## config.mk

```make
export PLATFORM = sky130hd
export DESIGN_NAME = tmm2018_access_ctrl_flat
export DESIGN_NICKNAME = d
export VERILOG_FILES = /design/src/rtl/tmm2018_access_ctrl_if.sv /design/src/rtl/tmm2018_access_ctrl.sv /design/src/flat_wrapper.sv
export SDC_FILE = /design/constraint.sdc
export NUM_CORES = 1
export LEC_CHECK = 0
export ABC_AREA = 1
export BUFFER_PORTS_ARGS = -buffer_cell sky130_fd_sc_hd__buf_2
export CAP_MARGIN = 20
export CORE_MARGIN = 2
export CORE_UTILIZATION = 45
export DETAILED_ROUTE_END_ITERATION = 6
export PLACE_DENSITY = 0.79
export SLEW_MARGIN = 10
export SYNTH_ARGS = -nofsm -noshare
export SYNTH_HDL_FRONTEND = slang
export SYNTH_SLANG_ARGS = --single-unit
```

## constraint.sdc

```tcl
create_clock -name sysclk -period 1.85 [get_ports sysclk]
set_input_delay 0.0925 -clock sysclk [delete_from_list [all_inputs] [get_ports sysclk]]
set_output_delay 0.0925 -clock sysclk [all_outputs]
set_load 0.01 [all_outputs]
```

## src/rtl/tmm2018_access_ctrl_if.sv

```systemverilog
// Signal bundle between the two requesters / SRAM pins and tmm2018_access_ctrl.
// master: the environment (requesters plus the RAM); slave: the controller.
interface tmm2018_access_ctrl_if #(
    parameter int unsigned ADDR_W = 11,
    parameter int unsigned DATA_W = 8
);
    logic              req0;
    logic              we0;
    logic [ADDR_W-1:0] addr0;
    logic [DATA_W-1:0] wdata0;
    logic              ack0;
    logic              req1;
    logic              we1;
    logic [ADDR_W-1:0] addr1;
    logic [DATA_W-1:0] wdata1;
    logic              ack1;
    logic [DATA_W-1:0] rdata;
    logic              grant;
    logic              busy;
    logic [ADDR_W-1:0] sram_a;
    logic              sram_cs_n;
    logic              sram_oe_n;
    logic              sram_w_n;
    logic [DATA_W-1:0] sram_dq_o;
    logic              sram_dq_oe;
    logic [DATA_W-1:0] sram_dq_i;

    modport master (
        output req0, we0, addr0, wdata0, req1, we1, addr1, wdata1, sram_dq_i,
        input  ack0, ack1, rdata, grant, busy,
        input  sram_a, sram_cs_n, sram_oe_n, sram_w_n, sram_dq_o, sram_dq_oe
    );

    modport slave (
        input  req0, we0, addr0, wdata0, req1, we1, addr1, wdata1, sram_dq_i,
        output ack0, ack1, rdata, grant, busy,
        output sram_a, sram_cs_n, sram_oe_n, sram_w_n, sram_dq_o, sram_dq_oe
    );
endinterface

```

## src/rtl/tmm2018_access_ctrl.sv

```systemverilog
// Two-port round-robin sequencer for a shared TMM2018D-25 2Kx8 static RAM.
// Each granted access runs SETUP -> STROBE (N cycles) -> HOLD and then returns to IDLE;
// every output is a register so the RAM pins are glitch-free.
module tmm2018_access_ctrl #(
    parameter int unsigned ADDR_W        = 11,
    parameter int unsigned DATA_W        = 8,
    parameter int unsigned STROBE_CYCLES = 2
) (
    input logic                 sysclk,
    input logic                 sys_rst_n,
    tmm2018_access_ctrl_if.slave bus
);
    // A zero strobe width would skip the strobe entirely, so it is stretched to one cycle.
    localparam int unsigned StrobeN = (STROBE_CYCLES == 0) ? 1 : STROBE_CYCLES;
    localparam int unsigned CntW    = (StrobeN > 1) ? $clog2(StrobeN) : 1;
    localparam logic [CntW-1:0] CntLoad = CntW'(StrobeN - 1);

    typedef enum logic [1:0] {StIdle, StSetup, StStrobe, StHold} stateE;

    stateE             stateQ, stateD;
    logic [CntW-1:0]   cntQ, cntD;
    logic              lastQ, lastD;
    logic              weQ, weD;
    logic              grantQ, grantD;
    logic              busyQ, busyD;
    logic [ADDR_W-1:0] aQ, aD;
    logic              csNQ, csND;
    logic              oeNQ, oeND;
    logic              wNQ, wND;
    logic [DATA_W-1:0] dqOQ, dqOD;
    logic              dqOeQ, dqOeD;
    logic              ack0Q, ack0D;
    logic              ack1Q, ack1D;
    logic [DATA_W-1:0] rdataQ, rdataD;
    logic              pick1;

    // Next state plus next value of every registered output; strobes default inactive.
    always_comb begin
        stateD = stateQ;
        cntD   = cntQ;
        lastD  = lastQ;
        weD    = weQ;
        grantD = grantQ;
        busyD  = busyQ;
        aD     = aQ;
        csND   = csNQ;
        oeND   = 1'b1;
        wND    = 1'b1;
        dqOD   = dqOQ;
        dqOeD  = dqOeQ;
        ack0D  = 1'b0;
        ack1D  = 1'b0;
        rdataD = rdataQ;
        // A lone request wins; on a tie the port that did not go last wins.
        pick1  = bus.req1 && (!bus.req0 || !lastQ);

        unique case (stateQ)
            StIdle: begin
                csND  = 1'b1;
                dqOeD = 1'b0;
                if (bus.req0 || bus.req1) begin
                    stateD = StSetup;
                    grantD = pick1;
                    lastD  = pick1;
                    weD    = pick1 ? bus.we1 : bus.we0;
                    aD     = pick1 ? bus.addr1 : bus.addr0;
                    csND   = 1'b0;
                    dqOeD  = weD;
                    if (weD) begin
                        dqOD = pick1 ? bus.wdata1 : bus.wdata0;
                    end
                end
            end
            StSetup: begin
                stateD = StStrobe;
                cntD   = CntLoad;
                oeND   = weQ;
                wND    = !weQ;
            end
            StStrobe: begin
                if (cntQ == '0) begin
                    stateD = StHold;
                    ack0D  = !grantQ;
                    ack1D  = grantQ;
                    // Capture on the edge that ends the last strobe cycle.
                    if (!weQ) begin
                        rdataD = bus.sram_dq_i;
                    end
                end else begin
                    cntD = cntQ - CntW'(1);
                    oeND = weQ;
                    wND  = !weQ;
                end
            end
            StHold: begin
                stateD = StIdle;
                csND   = 1'b1;
                dqOeD  = 1'b0;
            end
            default: stateD = StIdle;
        endcase

        busyD = (stateD != StIdle);
    end

    // State and output registers with synchronous active-low reset.
    always_ff @(posedge sysclk) begin
        if (!sys_rst_n) begin
            stateQ <= StIdle;
            cntQ   <= '0;
            lastQ  <= 1'b1;
            weQ    <= 1'b0;
            grantQ <= 1'b0;
            busyQ  <= 1'b0;
            aQ     <= '0;
            csNQ   <= 1'b1;
            oeNQ   <= 1'b1;
            wNQ    <= 1'b1;
            dqOQ   <= '0;
            dqOeQ  <= 1'b0;
            ack0Q  <= 1'b0;
            ack1Q  <= 1'b0;
            rdataQ <= '0;
        end else begin
            stateQ <= stateD;
            cntQ   <= cntD;
            lastQ  <= lastD;
            weQ    <= weD;
            grantQ <= grantD;
            busyQ  <= busyD;
            aQ     <= aD;
            csNQ   <= csND;
            oeNQ   <= oeND;
            wNQ    <= wND;
            dqOQ   <= dqOD;
            dqOeQ  <= dqOeD;
            ack0Q  <= ack0D;
            ack1Q  <= ack1D;
            rdataQ <= rdataD;
        end
    end

    assign bus.ack0       = ack0Q;
    assign bus.ack1       = ack1Q;
    assign bus.rdata      = rdataQ;
    assign bus.grant      = grantQ;
    assign bus.busy       = busyQ;
    assign bus.sram_a     = aQ;
    assign bus.sram_cs_n  = csNQ;
    assign bus.sram_oe_n  = oeNQ;
    assign bus.sram_w_n   = wNQ;
    assign bus.sram_dq_o  = dqOQ;
    assign bus.sram_dq_oe = dqOeQ;
endmodule

```

## src/flat_wrapper.sv

```systemverilog
// flat-port wrapper written by rule: the top's interface ports become plain ports
module tmm2018_access_ctrl_flat 
#(
    parameter int unsigned ADDR_W        = 11,
    parameter int unsigned DATA_W        = 8,
    parameter int unsigned STROBE_CYCLES = 2
)
  (sysclk, sys_rst_n, bus_req0, bus_we0, bus_addr0, bus_wdata0, bus_req1, bus_we1, bus_addr1, bus_wdata1, bus_sram_dq_i, bus_ack0, bus_ack1, bus_rdata, bus_grant, bus_busy, bus_sram_a, bus_sram_cs_n, bus_sram_oe_n, bus_sram_w_n, bus_sram_dq_o, bus_sram_dq_oe);
  tmm2018_access_ctrl_if #(.ADDR_W(ADDR_W), .DATA_W(DATA_W)) bus_i ();
  input logic sysclk;
  input logic sys_rst_n;
  input wire logic [$bits(bus_i.req0)-1:0] bus_req0;
  input wire logic [$bits(bus_i.we0)-1:0] bus_we0;
  input wire logic [$bits(bus_i.addr0)-1:0] bus_addr0;
  input wire logic [$bits(bus_i.wdata0)-1:0] bus_wdata0;
  input wire logic [$bits(bus_i.req1)-1:0] bus_req1;
  input wire logic [$bits(bus_i.we1)-1:0] bus_we1;
  input wire logic [$bits(bus_i.addr1)-1:0] bus_addr1;
  input wire logic [$bits(bus_i.wdata1)-1:0] bus_wdata1;
  input wire logic [$bits(bus_i.sram_dq_i)-1:0] bus_sram_dq_i;
  output wire logic [$bits(bus_i.ack0)-1:0] bus_ack0;
  output wire logic [$bits(bus_i.ack1)-1:0] bus_ack1;
  output wire logic [$bits(bus_i.rdata)-1:0] bus_rdata;
  output wire logic [$bits(bus_i.grant)-1:0] bus_grant;
  output wire logic [$bits(bus_i.busy)-1:0] bus_busy;
  output wire logic [$bits(bus_i.sram_a)-1:0] bus_sram_a;
  output wire logic [$bits(bus_i.sram_cs_n)-1:0] bus_sram_cs_n;
  output wire logic [$bits(bus_i.sram_oe_n)-1:0] bus_sram_oe_n;
  output wire logic [$bits(bus_i.sram_w_n)-1:0] bus_sram_w_n;
  output wire logic [$bits(bus_i.sram_dq_o)-1:0] bus_sram_dq_o;
  output wire logic [$bits(bus_i.sram_dq_oe)-1:0] bus_sram_dq_oe;
  assign bus_i.req0 = bus_req0;
  assign bus_i.we0 = bus_we0;
  assign bus_i.addr0 = bus_addr0;
  assign bus_i.wdata0 = bus_wdata0;
  assign bus_i.req1 = bus_req1;
  assign bus_i.we1 = bus_we1;
  assign bus_i.addr1 = bus_addr1;
  assign bus_i.wdata1 = bus_wdata1;
  assign bus_i.sram_dq_i = bus_sram_dq_i;
  assign bus_ack0 = bus_i.ack0;
  assign bus_ack1 = bus_i.ack1;
  assign bus_rdata = bus_i.rdata;
  assign bus_grant = bus_i.grant;
  assign bus_busy = bus_i.busy;
  assign bus_sram_a = bus_i.sram_a;
  assign bus_sram_cs_n = bus_i.sram_cs_n;
  assign bus_sram_oe_n = bus_i.sram_oe_n;
  assign bus_sram_w_n = bus_i.sram_w_n;
  assign bus_sram_dq_o = bus_i.sram_dq_o;
  assign bus_sram_dq_oe = bus_i.sram_dq_oe;
  tmm2018_access_ctrl #(.ADDR_W(ADDR_W), .DATA_W(DATA_W), .STROBE_CYCLES(STROBE_CYCLES)) u_core (.sysclk(sysclk), .sys_rst_n(sys_rst_n), .bus(bus_i));
endmodule
```

==> metrics.txt <==
min-delay src=bus_sram_dq_i[7]; initial antenna violation count=0; largest cells by area after synthesis=dfxtp_1, nand2_1, nor2_1; Synthesis Warnings=0; clk sink count=40; CTS root buf=clkbuf_8; crit path kind=reg -> reg; H-tree Lvls=2; worst reg2reg path depth=7; post-route antenna net violation count=0; Finished Layout Cells=383; compound-gate portion of the synthesized area=0.1204; pwr/cell area=1200 mW/mm^2; largest family of logic cells by synthesized area=simple AND/OR/NAND/NOR gates; RSZ-0062 raised after global routing=false; NumNets Final=391; row count=22; Post-synth EDFFs=0; vias per cell=4.653; DR iter-0 viols=89; CTS Buf Count=5; Global Route Usage Sum=0.1884; core area=0.003716 sq mm; cell area after synthesis=0.001777 sq mm; FF+latch count, synth=40; Pre-antenna DRT Iters=4; fin area=0.002327 sq mm; TNS Setup=0 ns; global-route wire length before repair=6320 um; Syn-to-layout area delta=30.99%; Avg Inst Size Synth=7.135 sq um; worst path required time=2.03 ns; status=complete, no violations; Worst setup EP type=register; Worst slew margin=0.5955; Hold Path Sink=u_core.bus.rdata[7]; crit path time final=1.576 ns; Die W=66.84 um; Cells after Synth=249; hold crit path type=in -> reg; Synth Area in Adders=0.03521; Synth top cells by count=nand2_1, nor2_1, dfxtp_1; count leader, synth=nand2_1; post-CTS setup buffers=0; I/O Buffers=86; pins over their slew limit=0; CTS clk-pin slew, worst paths=0.08 ns; reg2reg end=u_core.bus.sram_dq_o[4]; syn_nets=306; via count=1,782; P_leak=1.293 nW; # diodes=0; DIE AREA=0.004467 sq mm; largest net degree at the start of global routing=25; routed len/inst=10.54 um; Initial Util=0.4781; worst slew pin tran=0.6060 ns; Synth Area in Simple Gates=0.3099; I/O Pins=87; Final setup viols=0; Worst Path Arrival=1.76 ns; Synth cell types=23; Max FO, Critical Path=24; Fmax=634.6 MHz; Hold Buf Count CTS=0; Post-DP Area=0.002216 sq mm; crit share post-route=0.8518; CTS max path bufs=2; Die Y=66.84 um; mux cell area share after synthesis=0; max cap viols=0; Seq/Total Area, Yosys=0.4507; placed cell count=375; xor and xnor area share after synthesis=0; reg2reg start=u_core.stateQ[0]; Final GP Congestion=0.7713; Worst-Skew Late Latency=0.29 ns; Yosys top cell area share=0.4507; HPWL after detailed placement=3011 um; layout cells sized above 1=0.3075; FF-to-FF setup slack=0.27 ns; vias in the first global route=1,505; total congestion overflow=0; clock skew=0.01010 ns; Crit. Startpoint=u_core.stateQ[0]; ys async rst share=0; DR DRC count=0; worst hold path stage count=3; worst ir drop on vdd=0.6197 mV; Post-Route WL=4037 um; CTS resizes=0; cell accounting for the most synthesized area=dfxtp_1; CTS tree=done; final hold violation count=0; Worst Setup Start Kind=register; Synth Flop Type=dfxtp_1
-- flip-flops by register name, indices dropped and copies added (netlist names) --
signal	count
u_core.bus.sram_dq_oe	1
u_core.bus.ack0	1
u_core.cntQ	1
u_core.bus.sram_w_n	1
u_core.stateQ	2
u_core.bus.grant	1
u_core.bus.sram_a	11
u_core.bus.sram_cs_n	1
u_core.bus.rdata	8
u_core.lastQ	1
u_core.weQ	1
u_core.bus.sram_oe_n	1
u_core.bus.busy	1
u_core.bus.ack1	1
u_core.bus.sram_dq_o	8
-- per-layer routing --
| layer | vias up | track usage | wire length [um] | part of all wire |
|---|---|---|---|---|
| met4 | 0 | 0.05612 | 32 | 0.0079 |
| met1 | 782 | 0.2111 | 1746 | 0.43 |
| met3 | 4 | 0.06926 | 244 | 0.060 |
| met5 | - | 0 | 0 | 0 |
| met2 | 54 | 0.3313 | 2012 | 0.50 |
| li1 | 942 | - | - | - |
-- layout make-up --
cell class / count / area, sq um
multi-input cells: 177 / 827.0
repair buffers: 88 / 445.4
clock buffers: 5 / 68.82
fillers: 364 / 1389
flip-flops and latches: 40 / 800.8
clock inverters: 3 / 42.54
inverters: 22 / 82.58
well taps: 48 / 60.06
-- where the power goes --
group	internal, mW	switching, mW	leakage, nW
logic	0.364	0.549	0.909
registers	1.07	0.116	0.330
clock network	0.399	0.298	0.0541
-- placed cells by master (no fill, tap or decap), drive strengths merged, types with 3 or more instances in the layout --
master  netlist  routed
dfxtp        40      40
nand2        78      78
nand3         3       3
a21oi        14      14
buf           8      88
o21ai        24      24
nor2         46      46
clkbuf        2       5
inv          22      22
ha            5       5
-- stage by stage --
step	hold WS [ns]	total power [mW]	worst slack, ns	utilization
floorplan	0.2274	1.817	0.5301	-
global placement	0.3170	2.096	0.3388	0.5963
detailed placement	0.3267	2.118	0.2979	0.5963
CTS	0.01846	2.824	0.2575	0.6263
global route	0.02754	3.015	0.09216	0.6263
finish	0.02601	2.792	0.2741	0.6263
-- worst max-delay path by stage --
stage	slack [ns]	to
after floorplan	0.53	u_core.bus.sram_a[1]
after global placement	0.34	u_core.bus.sram_dq_o[2]
after detailed placement	0.30	u_core.bus.sram_dq_o[5]
after CTS	0.26	u_core.bus.sram_dq_o[0]
after global routing	0.09	u_core.bus.sram_dq_o[7]
final	0.27	u_core.bus.sram_dq_o[4]
-- critical path, cell delays in order, from the launching register on --
cell,delay [ns]
dfxtp_1,0.34
inv_1,0.13
ha_1,0.19
inv_1,0.09
nor2_8,0.29
nand3_4,0.22
nor2_1,0.14
nor2_1,0.06
-- logic make-up after synthesis --
family | after synthesis
simple gates | 131
compound gates | 41
flops | 40
buf+inv | 32
fa+ha+maj | 5
Power figures use the tool's default switching activity.
